[src/rtl/fmc_rd_ram_map_pkg.sv]
`default_nettype none
// +--------------------------------------------------------------------------+
// | Package : fmc_pkg                                                        |
// | Brief   : Shared widths, state encoding and helpers for the FMC read map |
// | Rev     : 1.0                                                            |
// +--------------------------------------------------------------------------+
package fmc_pkg;

  localparam int FMC_ADDR_W = 25;
  localparam int FMC_DATA_W = 16;

  // Value returned for reads that fall outside the status bank.
  localparam logic [FMC_DATA_W-1:0] ADDR_ERR_DATA = 16'h0000;

  typedef enum logic [1:0] {
    IDLE    = 2'd0,
    CAPTURE = 2'd1,
    DRIVE   = 2'd2
  } fmc_state_e;

  // Bus strobes are active-low; a read is NE low, NOE low, NWE high.
  function automatic logic fmc_is_read(input logic cs_n, input logic rd_n,
                                       input logic wr_n);
    return !cs_n && !rd_n && wr_n;
  endfunction

endpackage : fmc_pkg
`default_nettype wire

[src/rtl/fmc_rd_ram_map_sync.sv]
`default_nettype none
// +--------------------------------------------------------------------------+
// | Module : fmc_sync                                                        |
// | Brief  : N-stage synchronizer for an active-low async strobe, resets to 1|
// | Rev    : 1.0                                                             |
// +--------------------------------------------------------------------------+
module fmc_sync #(
  parameter int STAGES = 2
) (
  input  logic clk_i,
  input  logic rst_i,
  input  logic d_i,
  output logic q_o
);

  logic [STAGES-1:0] sync_q;
  logic [STAGES-1:0] sync_d;

  assign sync_d = {sync_q[STAGES-2:0], d_i};

  // Reset to 1 so the bus looks idle until real strobes propagate through.
  always_ff @(posedge clk_i or posedge rst_i) begin
    if (rst_i) begin
      sync_q <= '1;
    end else begin
      sync_q <= sync_d;
    end
  end

  assign q_o = sync_q[STAGES-1];

endmodule : fmc_sync
`default_nettype wire

[src/rtl/fmc_rd_ram_map.sv]
`default_nettype none
// +--------------------------------------------------------------------------+
// | Module : fmc_rd_ram_map                                                  |
// | Brief  : FMC async-SRAM read responder over a bank of FPGA status words  |
// | Rev    : 1.0                                                             |
// +--------------------------------------------------------------------------+
module fmc_rd_ram_map
  import fmc_pkg::*;
#(
  parameter int NREG        = 64,
  parameter int ADDR_W      = FMC_ADDR_W,
  parameter int DATA_W      = FMC_DATA_W,
  parameter int SYNC_STAGES = 2
) (
  input  logic                     clk_i,
  input  logic                     rst_i,
  input  logic                     cs_i,
  input  logic                     rd_i,
  input  logic                     wr_i,
  input  logic [ADDR_W-1:0]        addr_i,
  input  logic [NREG*DATA_W-1:0]   fpga_arm_data_i,
  output logic [DATA_W-1:0]        data_o,
  output logic                     data_oe_o,
  output logic                     rd_done_o,
  output logic [ADDR_W-1:0]        rd_addr_o,
  output logic                     addr_err_o
);

  localparam int IDX_W = (NREG > 1) ? $clog2(NREG) : 1;
  localparam logic [ADDR_W:0] NREG_EXT = (ADDR_W+1)'(NREG);

  logic cs_s;
  logic rd_s;
  logic wr_s;

  fmc_sync #(.STAGES(SYNC_STAGES)) u_sync_cs (
    .clk_i (clk_i),
    .rst_i (rst_i),
    .d_i   (cs_i),
    .q_o   (cs_s)
  );

  fmc_sync #(.STAGES(SYNC_STAGES)) u_sync_rd (
    .clk_i (clk_i),
    .rst_i (rst_i),
    .d_i   (rd_i),
    .q_o   (rd_s)
  );

  fmc_sync #(.STAGES(SYNC_STAGES)) u_sync_wr (
    .clk_i (clk_i),
    .rst_i (rst_i),
    .d_i   (wr_i),
    .q_o   (wr_s)
  );

  logic [DATA_W-1:0] word_w [NREG];

  for (genvar k = 0; k < NREG; k++) begin : g_words
    assign word_w[k] = fpga_arm_data_i[k*DATA_W +: DATA_W];
  end

  fmc_state_e        state_q, state_d;
  logic [ADDR_W-1:0] addr_q, addr_d;
  logic [DATA_W-1:0] data_q, data_d;
  logic              oe_q, oe_d;
  logic              done_q, done_d;
  logic [ADDR_W-1:0] rd_addr_q, rd_addr_d;
  logic              err_q, err_d;
  logic              rd_req_q;

  logic              rd_req_w;
  logic              rd_start_w;
  logic              in_range_w;
  logic [DATA_W-1:0] word_sel_w;

  // Only a fresh rising edge of the read condition starts a transfer, so a
  // strobe still held low after an exit cannot retrigger.
  assign rd_req_w   = fmc_is_read(cs_s, rd_s, wr_s);
  assign rd_start_w = rd_req_w && !rd_req_q;
  assign in_range_w = ({1'b0, addr_q} < NREG_EXT);
  assign word_sel_w = word_w[addr_q[IDX_W-1:0]];

  always_comb begin
    state_d   = state_q;
    addr_d    = addr_q;
    data_d    = data_q;
    oe_d      = oe_q;
    done_d    = 1'b0;
    rd_addr_d = rd_addr_q;
    err_d     = 1'b0;
    case (state_q)
      IDLE: begin
        if (rd_start_w) begin
          addr_d  = addr_i;
          state_d = CAPTURE;
        end
      end
      CAPTURE: begin
        if (in_range_w) begin
          data_d = word_sel_w;
        end else begin
          data_d = DATA_W'(ADDR_ERR_DATA);
          err_d  = 1'b1;
        end
        oe_d    = 1'b1;
        state_d = DRIVE;
      end
      DRIVE: begin
        // A write strobe during the drive phase aborts without completion.
        if (!wr_s) begin
          oe_d    = 1'b0;
          state_d = IDLE;
        end else if (rd_s || cs_s) begin
          oe_d      = 1'b0;
          done_d    = 1'b1;
          rd_addr_d = addr_q;
          state_d   = IDLE;
        end
      end
      default: begin
        oe_d    = 1'b0;
        state_d = IDLE;
      end
    endcase
  end

  always_ff @(posedge clk_i or posedge rst_i) begin
    if (rst_i) begin
      state_q   <= IDLE;
      addr_q    <= '0;
      data_q    <= '0;
      oe_q      <= 1'b0;
      done_q    <= 1'b0;
      rd_addr_q <= '0;
      err_q     <= 1'b0;
      rd_req_q  <= 1'b0;
    end else begin
      state_q   <= state_d;
      addr_q    <= addr_d;
      data_q    <= data_d;
      oe_q      <= oe_d;
      done_q    <= done_d;
      rd_addr_q <= rd_addr_d;
      err_q     <= err_d;
      rd_req_q  <= rd_req_w;
    end
  end

  assign data_o     = data_q;
  assign data_oe_o  = oe_q;
  assign rd_done_o  = done_q;
  assign rd_addr_o  = rd_addr_q;
  assign addr_err_o = err_q;

endmodule : fmc_rd_ram_map
`default_nettype wire

[config.mk]
export PLATFORM = sky130hd
export DESIGN_NAME = fmc_rd_ram_map
export DESIGN_NICKNAME = d
export VERILOG_FILES = /design/src/rtl/fmc_rd_ram_map_pkg.sv /design/src/rtl/fmc_rd_ram_map_sync.sv /design/src/rtl/fmc_rd_ram_map.sv
export SDC_FILE = /design/constraint.sdc
export NUM_CORES = 1
export LEC_CHECK = 0
export BUFFER_PORTS_ARGS = -buffer_cell sky130_fd_sc_hd__buf_2
export CORE_AREA = 2 2 422 424
export CTS_CLUSTER_DIAMETER = 120
export DETAILED_ROUTE_END_ITERATION = 10
export DIE_AREA = 0 0 424 426
export GPL_TIMING_DRIVEN = 0
export MAX_ROUTING_LAYER = met4
export PLACE_DENSITY = 0.31
export SLEW_MARGIN = 20
export SYNTH_ARGS = -nofsm -noshare
export SYNTH_HDL_FRONTEND = slang
export SYNTH_HIERARCHICAL = 1
export SYNTH_SLANG_ARGS = --single-unit
[constraint.sdc]
create_clock -name clk_i -period 3.4 [get_ports clk_i]
set_input_delay 0.34 -clock clk_i [delete_from_list [all_inputs] [get_ports clk_i]]
set_output_delay 0.34 -clock clk_i [all_outputs]
set_load 0.05 [all_outputs]
Word-level counts from Yosys, hierarchy flattened. Index checks and enable logic that the tools add are counted.

Add/sub/neg operators: 0. Multipliers: 0. Divide/modulo/power cells: 0. Magnitude comparators: 2. Eq/ne operators: 4. Shift operators: 0. Muxes and demuxes: 16. Bitwise operators: 2. Reduce and logical (&&, ||, !) cells: 12.

Operator list (count): $bmux 16 s6 (1); $mux 16 (3); $lt 25x7->1 const B (1); $ge 7x7->1 const B (1); $mux 1 (7); $not 6->7 (1); $mux 2 (3); $pmux 2 s3 (1); $reduce_and 2->1 (3); $logic_and 1x1->1 (3); $logic_not 1->1 (3); $ne 3x3->1 const B (1); $pmux 1 s3 (1); $reduce_and 3->1 (1); $eq 2x1->1 const B (1); $eq 2x2->1 const B (1); $logic_not 2->1 (1); $ne 2x2->1 const B (1); $logic_or 1x1->1 (1); $not 1->1 (1).

Flip-flop bits (word level): 78. Bits in latches: 0. RAM bits: 0. ROM bits: 0. Input bits: 1054. Output and inout bits: 44. Memories: 0.

Longest topological paths before layout.
Word-level depth: 6. Depth in mapped cells: 10. Gate-level depth less buffers: 5.

Cells and area by module. The synthesis kept the hierarchy.

By module, submodules not included: fmc_rd_ram_map (instances 1, cells an instance 948, area an instance 11293.3 µm², sequential area each 1801.7 µm²); fmc_sync (instances 3, cells an instance 3, area an instance 56.3 µm², sequential area each 52.6 µm²).

Worst setup path after synthesis. No wires, ideal clock.

Kind: reg2reg. Start point: reg addr_q[0]. End point: reg data_q[10], in the netlist data_o[10]. Library setup time: 0.122 ns. Arrival: 2.175 ns. Required time: 3.278 ns. Setup slack: 1.103 ns. Cell stages (with the launch flop): 10. Buffers on the path: 5. Period minus slack after synthesis: 2.297 ns. Cells stage by stage: dfrtp_1 -> buf_2 -> buf_6 -> buf_6 -> buf_6 -> buf_2 -> mux4_2 -> a22oi_1 -> nand3_1 -> a32o_1.

Word-level cells in the longest chain between the ends: 5. Elaborated cells on any way between the ends: 6.

RTL lines: start: declaration (RTL line fmc_rd_ram_map.sv:64) `logic [ADDR_W-1:0] addr_q, addr_d;`; start signal: assignment (RTL line fmc_rd_ram_map.sv:140) `addr_q <= addr_d;`; $not 6->7 (implied by the code) (RTL line fmc_rd_ram_map.sv:82) `assign word_sel_w = word_w[addr_q[IDX_W-1:0]];`; $bmux 16 s6 (RTL line fmc_rd_ram_map.sv:82); $mux 16 (implied by the code) (2 in a row) (RTL line fmc_rd_ram_map.sv:82); $mux 16 * (RTL line fmc_rd_ram_map.sv:100) `if (in_range_w) begin`; end signal: assignment (RTL line fmc_rd_ram_map.sv:141) `data_q <= data_d;`; end: declaration (RTL line fmc_rd_ram_map.sv:65) `logic [DATA_W-1:0] data_q, data_d;`.

Every way passes the cells marked *; elsewhere a longest branch is shown, timed or not. The select of a mux whose other input is x is not followed. A chain may end at the register's enable or synchronous reset.

Worst setup path in the final report.
Start point: reg addr_q[0]. End point: reg data_q[12], in the netlist data_o[12].

The elaborated chain is that of the path after synthesis.

==> impl_metrics.json <==
{
  "power_frac_clock_pct": 10.0,
  "power_mw": 11.3,
  "gp_congestion": 0.918,
  "period_needed_ns": 3.30,
  "cp_slowest_cell": "a221oi_4",
  "seqPwrFrac_pct": 11.9,
  "gr-total-overflow": 0,
  "drt_wl_total_mm": 155,
  "cts_buffers": 9,
  "slowest_delay_ns": 0.52,
  "area_growth_pct": 87.3,
  "p_leak_nw": 9.18,
  "synthFlopType": "dfrtp_1",
  "hold_viol": 0,
  "skew_ns": 0.0348,
  "grt_pass1_wl_mm": 187,
  "cp_top_family": "compound AO/OA/AOI/OAI gates",
  "fmax_mhz": 303,
  "p_switching_mw": 6.32,
  "synth-adder-area-share_pct": 0,
  "ys_ff_latch": 78,
  "cts_root_buf": "clkbuf_16",
  "syn-cell-area_um2": 11500,
  "hold_path_startpoint": "wr_i",
  "drt_iter0_drc": 899,
  "critPathCaptureType": "flop",
  "critical_path_arrival_ns": 3.60,
  "synth-seq-area-share_pct": 17.1,
  "critical_path.cell_chain": "buf_4 -> buf_12 -> buf_12 -> buf_6 -> buf_12 -> mux2i_2 -> a21oi_1 -> a221oi_4 -> a2111oi_0 -> a32o_1",
  "fp-row-count": 154,
  "grt_antenna_before_repair": 132,
  "p_comb_share_pct": 78.1,
  "required_ns": 3.69,
  "grt_pass1_vias": 15769,
  "clk_latency_ns": 0.42,
  "start_util_pct": 6.52,
  "drc_errors": 0,
  "p_per_area_nw_per_um2": 527,
  "avgRoutedWirePerCell_um": 34.6,
  "layout_common_cells": "buf_2 (1111), mux4_2 (184), mux2i_1 (136), mux2_2 (80), dfrtp_1 (70)",
  "finalCritPeriodShare_pct": 97.1,
  "syn_inst": 957,
  "synthSimpleGateAreaFrac_pct": 3.85,
  "syn_avg_cell_area_um2": 12.0,
  "hpwlAfterDp_mm": 139,
  "critPathBufInv": 5,
  "crit_start": "addr_q[0]",
  "cts_tree": "built",
  "drive_gt1_share_pct": 74.8,
  "num-nets-final": 3134,
  "tightest_slew_ns": 1.10,
  "ant_nets": 0,
  "io_buffers": 1097,
  "track_usage_pct": 16.9,
  "place_inst": 4407,
  "die_y_um": 426,
  "hp-class": "in -> reg",
  "synth-edff-count": 0,
  "critPathLaunchType": "flop",
  "async_flop_share_pct": 100,
  "drt_pass1_iterations": 5,
  "crit_type": "reg -> reg",
  "layoutNonFillerInstCount": 4483,
  "clkSinkCount": 78,
  "rsz0062_at_grt": "yes",
  "synth_top_family_by_area": "multiplexers",
  "nFillCells": 20328,
  "synth_cell_types": 36,
  "syn_nets": 2011,
  "drv_cap": 0,
  "ioPinCount": 1098,
  "synth.mux.area_fraction_pct": 58.4,
  "vias_per_cell": 3.41,
  "fp.dieW_um": 424,
  "crit_top_cell": "buf_12",
  "ir_worst_vdd_uv": 236,
  "r2r_start": "addr_q[0]",
  "ys_warn_count": 6,
  "finalMaxSlewViolations": 0,
  "final_common_cell": "buf_2",
  "critPathMaxFanout": 10,
  "num_vias": 15280,
  "setup_violations": 0,
  "p_int_mw": 5.00,
  "status": "complete, no violations",
  "synth_xor_area_share_pct": 0,
  "die-area_um2": 181000,
  "utilization_pct": 12.2,
  "slew_headroom_pct": 26.3,
  "grt_max_degree": 56,
  "switching_share_pct": 55.8,
  "htreeDepth": 3,
  "core_area_um2": 176000,
  "cts_max_path_buffers": 2,
  "clk_pin_slew_ns": 0.08,
  "synth-compound-area-share_pct": 15.1
}
==> layer usage <==
| layer | vias up | part of all wire [%] | routed length (um) | GRT usage [%] |
|---|---|---|---|---|
| met4 | 0 | 2.0 | 3080 | 2.76 |
| li1 | 6459 | - | - | - |
| met2 | 842 | 53 | 82500 | 31.1 |
| met1 | 7847 | 39 | 60200 | 19.1 |
| met3 | 132 | 6.0 | 9350 | 3.33 |
| met5 | - | 0 | 0 | - |
==> through the flow <==
step | area [um2] | setup TNS, ns | setup slack (ns) | hold slack [ns]
floorplan | 11500 | 0 | 1.10 | 0.252
global placement | 19900 | -68.91 | -1.94 | 0.346
detailed placement | 20100 | -17.74 | -1.34 | 0.347
CTS | 21300 | 0 | 0.00205 | 0.0213
global route | 21400 | -0.0404 | -0.0404 | 0.0257
finish | 21500 | 0 | 0.0980 | 0.0563
==> what timing repair did <==
| item | 4_1_cts | 5_1_grt |
|---|---|---|
| hold buffers | 1 | 0 |
| gates resized for setup | 172 | 10 |
| buffers inserted | 2 | 0 |
| pin swaps | 5 | 1 |
| hold endpoints to repair | 17 | 0 |
| endpoints found under the setup margin | 16 | 10 |
==> worst paths after layout <==
check | to | slack (ns) | cells past startpoint
min in group asynchronous | data_o[0] | 0.53 | 3
setup / recovery | data_o[12] | 0.1 | 10
hold reg to reg | u_sync_rd/sync_q[1] | 0.36 | 0
max in group asynchronous | rd_addr_o[14] | 2.28 | 4
setup reg to reg | data_o[12] | 0.1 | 10
hold / removal | u_sync_wr/sync_q[0] | 0.06 | 1
==> power groups by stage <==
stage	Clock [mW]	Combinational (mW)	Sequential [mW]
4_1_cts	1.18	9.26	1.35
5_1_grt	1.21	9.34	1.38
6_report	1.13	8.83	1.35
2_1_floorplan	0	3.64	1.79
3_3_place_gp	0	8.54	1.34
3_5_place_dp	0	8.68	1.34
==> state kept, by name (all words and copies together) (netlist names) <==
signal and cells:
addr_q 25, rd_addr_o 25, data_o 16, state_q 2
u_sync_cs/sync_q 2, u_sync_rd/sync_q 2, u_sync_wr/sync_q 2, addr_err_o 1
data_oe_o 1, rd_done_o 1, rd_req_q 1
==> cell type report <==
type                    instances  area, um2  share of cell area (%)
well taps                    2340       2930                    13.6
clock buffers                  10        229                    1.07
clock inverters                 6       71.3                   0.332
inverters                       9       38.8                   0.181
flip-flops and latches         78       1960                    9.14
multi-input cells             758       9520                    44.4
plain buffers                 111        861                    4.01
repair buffers               1113       5710                    26.6
diodes                         58        145                   0.676
==> synth_stat cells (2+ instances only) <==
cell type,count,area [um2]
nand2b_1,16,100
a32o_1,14,140
mux2i_1,165,1650
nor4_1,5,31.3
a2bb2oi_1,28,245
dfstp_2,6,158
nor2_1,9,33.8
and2_1,3,18.8
dfrtp_1,72,1800
nand2_1,30,113
inv_1,9,33.8
buf_6,13,146
buf_4,16,120
clkbuf_1,57,214
nand3_1,16,80.1
a221oi_1,45,394
a21oi_1,59,295
a32oi_1,2,17.5
nand4_1,3,18.8
mux4_2,184,4140
buf_2,18,90.1
a2111oi_0,14,123
a31oi_1,15,93.8
buf_1,8,30.0
a311oi_1,14,123
mux2_2,80,901
or3_1,3,18.8
o21ai_0,31,155
a22oi_1,15,113
==> cell families (layout without fill, tap and decap cells) <==
kind of cell,Yosys count,count (layout)
muxes,429,429
AOI/OAI and AO/OA,241,241
buffers and inverters,121,1249
and+or+nand+nor,88,88
DFF,78,78
other,0,58
Note: power is estimated with default switching activity, not from simulation.
